===== src/rtl/count_checker_sat_counter.sv =====
// Saturating up counter with synchronous clear; holds at all-ones instead of
// rolling over so statistics never appear to reset on their own.
module sat_counter #(
   parameter int W = 8
) (
   input  logic         clk,
   input  logic         rst_n,
   input  logic         clr,
   input  logic         inc,
   output logic [W-1:0] count
);

   // Clear wins over increment; increment is ignored once the counter is full.
   always_ff @(posedge clk or negedge rst_n) begin
      if (!rst_n) begin
         count <= '0;
      end else if (clr) begin
         count <= '0;
      end else if (inc && (count != {W{1'b1}})) begin
         count <= count + 1'b1;
      end
   end

endmodule


===== config.mk =====
export PLATFORM = sky130hd
export DESIGN_NAME = sat_counter
export DESIGN_NICKNAME = d
export VERILOG_FILES = /design/src/rtl/count_checker_sat_counter.sv
export SDC_FILE = /design/constraint.sdc
export NUM_CORES = 1
export LEC_CHECK = 0
export ABC_AREA = 1
export CAP_MARGIN = 15
export CORE_AREA = 2 2 39 41
export DETAILED_ROUTE_END_ITERATION = 16
export DIE_AREA = 0 0 41 43
export PLACE_DENSITY_LB_ADDON = 0.05
export RECOVER_POWER = 50
export SLEW_MARGIN = 20
export SYNTH_ARGS = -nofsm -noshare
export SYNTH_HDL_FRONTEND = slang
export SYNTH_SLANG_ARGS = --single-unit

===== constraint.sdc =====
create_clock -name clk -period 3.41 [get_ports clk]
set_input_delay 0.341 -clock clk [delete_from_list [all_inputs] [get_ports clk]]
set_output_delay 0.341 -clock clk [all_outputs]
set_load 0.005 [all_outputs]

* Yosys cells after proc, flatten, opt, wreduce, memory -nomap -nowiden
Index checks and enable logic that the tools add are counted.
W data, S select, Z words.
** Storage, ports and cells
- Word-level logic and storage cells :: 7
- Input port bits :: 4
- Output and inout port bits :: 8
- Flip-flop bits (word level) :: 8
** Operators by class
- Muxes and demuxes :: 2
- Reduce and logical (&&, ||, !) cells :: 2
- Equality and inequality tests :: 1
- Add/subtract/negate cells :: 1
** Operators by type and width (number)
- $mux W8 :: 2
- $add A8 B1 Y8 const B :: 1
- $ne A8 B8 Y1 const B :: 1
- $reduce_bool A2 Y1 :: 1
- $logic_and A1 B1 Y1 :: 1

* Depth between registers and ports, before layout
- Depth after elaboration :: 4
- Gate-level depth with buffers :: 9
- Mapped depth without buffers :: 9

* Least setup slack after synthesis
Ideal clock, no wire load.
- Kind :: flip-flop to flip-flop
- From :: register count[0]
- To :: register count[7]
- Path slack :: 2.137 ns
- Library setup time :: 0.113 ns
- Data required time :: 3.297 ns
- Arrival :: 1.160 ns
- Clock period less this slack :: 1.273 ns
- Path buffers :: 0
- Cell stages (with the launch flop) :: 8
- Path through :: dfrtp_1 ha_1 nand2_2 nor2_2 a21oi_1 nand3_1 nand2_1 inv_1
** On the way
- Longest elaborated chain between the ends :: 3
- Elaborated cells between the ends (all ways) :: 6
- Classes of those cells :: add/sub (1); eq/ne (1); mux (2); reduce/logical (2)
** RTL lines
- start: declaration :: line 10 : output logic [W-1:0] count
- start signal: assignment :: line 20 : count <= count + 1'b1;
- $add A8 B1 Y8 or $ne A8 B8 Y1 (tied branches) :: line 20, 19
- $mux W8 or $logic_and A1 B1 Y1 (tied branches) :: line 19 : end else if (inc && (count != {W{1'b1}})) begin
- $mux W8 or $reduce_bool A2 Y1 (tied branches)
Several ways; a longest one is shown, not always the timed one. The select of a mux whose other input is x is not followed.
A chain may end at the register's enable or synchronous reset.

* Worst setup path after layout
- From :: register count[0]
- To :: register count[3]
Same word-level chain as after synthesis.

==> key figures <==
Status
  • Status: completed

CTS
  • CTS buffer count: 3
  • Clk buf depth: 2
  • Clock sinks: 8
  • Clock-pin slew on the worst setup and hold paths: ~60 ps
  • Hold_buf cts: 0
  • Clk Latency, worst-skew pair: around 260 ps
  • CTS root buffer: clkbuf_4
  • Setup Buffers After CTS: 0
  • Post-cts resize count: 0
  • CTS tree: yes
  • CTS HTree Levels: 1

Power and ir drop
  • Internal: 0.155 mW
  • Clock power frac: 0.358
  • Net Switching: between 0.05 and 0.06 mW
  • Leakage: roughly 0.3 nW
  • PD cells: 326 nW/µm²
  • Sw Ratio: 0.267
  • Overall power: 0.211 mW
  • Combinational share of power: 0.144
  • Max rail drop VDD: between 0.0001 and 0.00015 V
  • Sequential share of power: 0.498

Synthesis
  • Adder-Cell Fraction of Synth Area: 0.0244
  • Syn. warnings: 0
  • Post-synthesis sequential area ratio: 0.391
  • Post-Syn Instances: between 70 and 80
  • Syn_area_per_cell: roughly 6.9 µm²
  • Post-synthesis mux area share: 0
  • Combinational family with the most area after synthesis: simple AND/OR/NAND/NOR gates
  • #FFs+latches synth: 8
  • Cell variety after synth: 15
  • Compound-Gate Fraction of Synth Area: 0.0954
  • Simple-gate portion of the synthesized area: 0.399
  • Syn nets: 79
  • Xor and xnor area share after synthesis: 0
  • Post-Syn Area: 512 µm²

Drt
  • Vias post-DR: roughly 520
  • Final wirelength: 1230 µm
  • Final ANT Viol Nets: 0
  • Drt wl/cell: 11.8 µm
  • First-pass DRT Iterations: 4
  • Initial DRC count: 10
  • # DRC: 0
  • Post-DR vias/cell: 4.99

Layout
  • Share of cells above drive strength 1: 0.0795
  • Multi-input gate area: about 250 µm²
  • Reg area: between 200 and 250 µm²
  • Antenna cells: 0
  • Final #Nets: 95
  • Largest register FFs: 8
  • Filler cells: approximately 150
  • Area grow syn2layout: 26.7%
  • Largest Register: count
  • Top flop regs: count (8)

Timing
  • Final period utilization: 0.504
  • Worst Skew: roughly 3.8 ps
  • Slew Limit Headroom: 0.735
  • Setup violations, final: 0
  • Fin. max-slew vios: 0
  • Fmax: ~580 MHz
  • Hold Violations, Final: 0
  • RSZ-0062 raised after global routing: no
  • Slew @ Worst Pin: slightly below 400 ps
  • Fin crit period: between 1500 and 2000 ps
  • Final setup TNS: 0 ps

Placement
  • Number of port buffers: 11
  • Placer Congestion: ~0.79
  • DP HPWL: 913 µm

Floorplanning
  • Boundary pin count: 12
  • Die X: 41 µm
  • Die area: around 1800 µm²
  • Starting density of the core: 0.370
  • Die height: approximately 43 µm
  • Row cnt: 14
  • Core ar.: between 1000 and 1500 µm²

GRT
  • Grt total ovfl: 0
  • Pin count of the biggest net entering global routing: 9
  • First-pass GRT wire length: ~2100 µm
  • GRT Overall Usage: 0.176
  • Antenna violations before repair: 0
  • Vias in the first global route: slightly below 500

Setup path
  • R2r startpoint: count[0]
  • CP Capture Type: register
  • Reg-to-reg slack, setup: 1690 ps
  • CP max stage delay: 430 ps
  • CP Cell Sequence: ha_1 -> nand2_1 -> nor2_1 -> nand2_1 -> nand2_2 -> nand2_1 -> clkinvlp_2 -> nand2_1 -> nand2_1
  • CP Launch Type: register
  • WP data arrival: 1870 ps
  • CP required: 3560 ps
  • Reg2reg end: count[3]
  • Crit path kind: reg2reg
  • Slowest CP cell: dfrtp_1
  • Crit-path max FO: 6
  • R2R cell count: 9
  • Most common cell type on the critical path: nand2_1

Job
  • Max_cap viols: 0

Worst hold path
  • Hold Crit Class: in2async
==> power groups by stage <==
stage,logic (mW),clock network (mW),registers (mW)
after floorplan,0.0142,0,0.106
after global placement,0.0329,0,0.107
after detailed placement,0.0325,0,0.107
after CTS,0.0326,0.0789,0.105
after global routing,0.0346,0.0856,0.106
final,0.0304,0.0757,0.105
==> cells in the final DEF (no fill, tap or decap), types with 2 or more instances in the layout <==
cell type,Yosys,layout
a21oi_1,4,4
clkbuf_4,0,3
clkdlybuf4s50_1,0,10
dfrtp_1,8,8
inv_1,10,10
nand2_1,25,27
nand3_1,9,9
nor2_1,5,6
nor3_1,2,2
o21bai_1,2,2
==> how the worst max path moves through the flow <==
| stage | from | to | slack (ps) | depth (start not counted) |
|---|---|---|---|---|
| 2_1_floorplan | count[0] | count[7] | 2140 | 7 |
| 3_3_place_gp | clr | count[6] | 1820 | 6 |
| 3_5_place_dp | clr | count[3] | 1850 | 6 |
| 4_1_cts | count[5] | count[5] | 1800 | 1 |
| 5_1_grt | count[1] | count[4] | 1530 | 9 |
| 6_report | count[0] | count[3] | 1690 | 9 |
==> metal layers <==
| layer | wire length [µm] | GRT usage | vias up |
|---|---|---|---|
| met5 | 0 | 0 | - |
| met4 | 20 | 0.0800 | 0 |
| met3 | 83 | 0.0628 | 4 |
| met2 | 548 | 0.234 | 15 |
| met1 | 580 | 0.247 | 239 |
| li1 | - | - | 261 |
==> critical path: cells and delay by family (launching register included) <==
family                   cells  cell delay (ps)
AND/OR/NAND/NOR              7              690
flip-flops                   1              430
buffers and inverters        1              260
adder cells (fa/ha/maj)      1              230
==> layout make-up <==
type,instances,share of cell area
timing repair buffer,11,0.170
multi-input combinational,55,0.390
tap,16,0.0309
sequential,8,0.309
inverter,11,0.0656
clock buffer,3,0.0347
==> kinds of logic after synthesis <==
logic type               after synthesis
adder cells (fa/ha/maj)                1
flip-flops                             8
buffers and inverters                 11
AO/OA/AOI/OAI                          8
AND/OR/NAND/NOR                       46
==> metrics by stage <==
stage / worst slack [ps] / std cells / hold WS [ps] / cell area (µm²) / util
5_1_grt: 1530 / 104 / 479 / 648 / 0.468
4_1_cts: 1800 / 104 / 387 / 664 / 0.480
2_1_floorplan: 2140 / 74 / 45.4 / 512 / -
3_5_place_dp: 1850 / 101 / 539 / 642 / 0.464
6_report: 1690 / 104 / 441 / 648 / 0.468
3_3_place_gp: 1820 / 101 / 534 / 642 / 0.464
==> Yosys cell counts (all sizes together) <==
cell,count,area [µm²]
o21bai,2,15.0
a21oi,5,28.8
nor2,7,31.3
nand2,28,118
dfrtp,8,200
inv,10,37.5
nand3,9,45.0
ha,1,12.5
o21ai,1,5.00
clkinv,1,8.76
nor3,2,10.0
(Power assumes the default switching activity.)
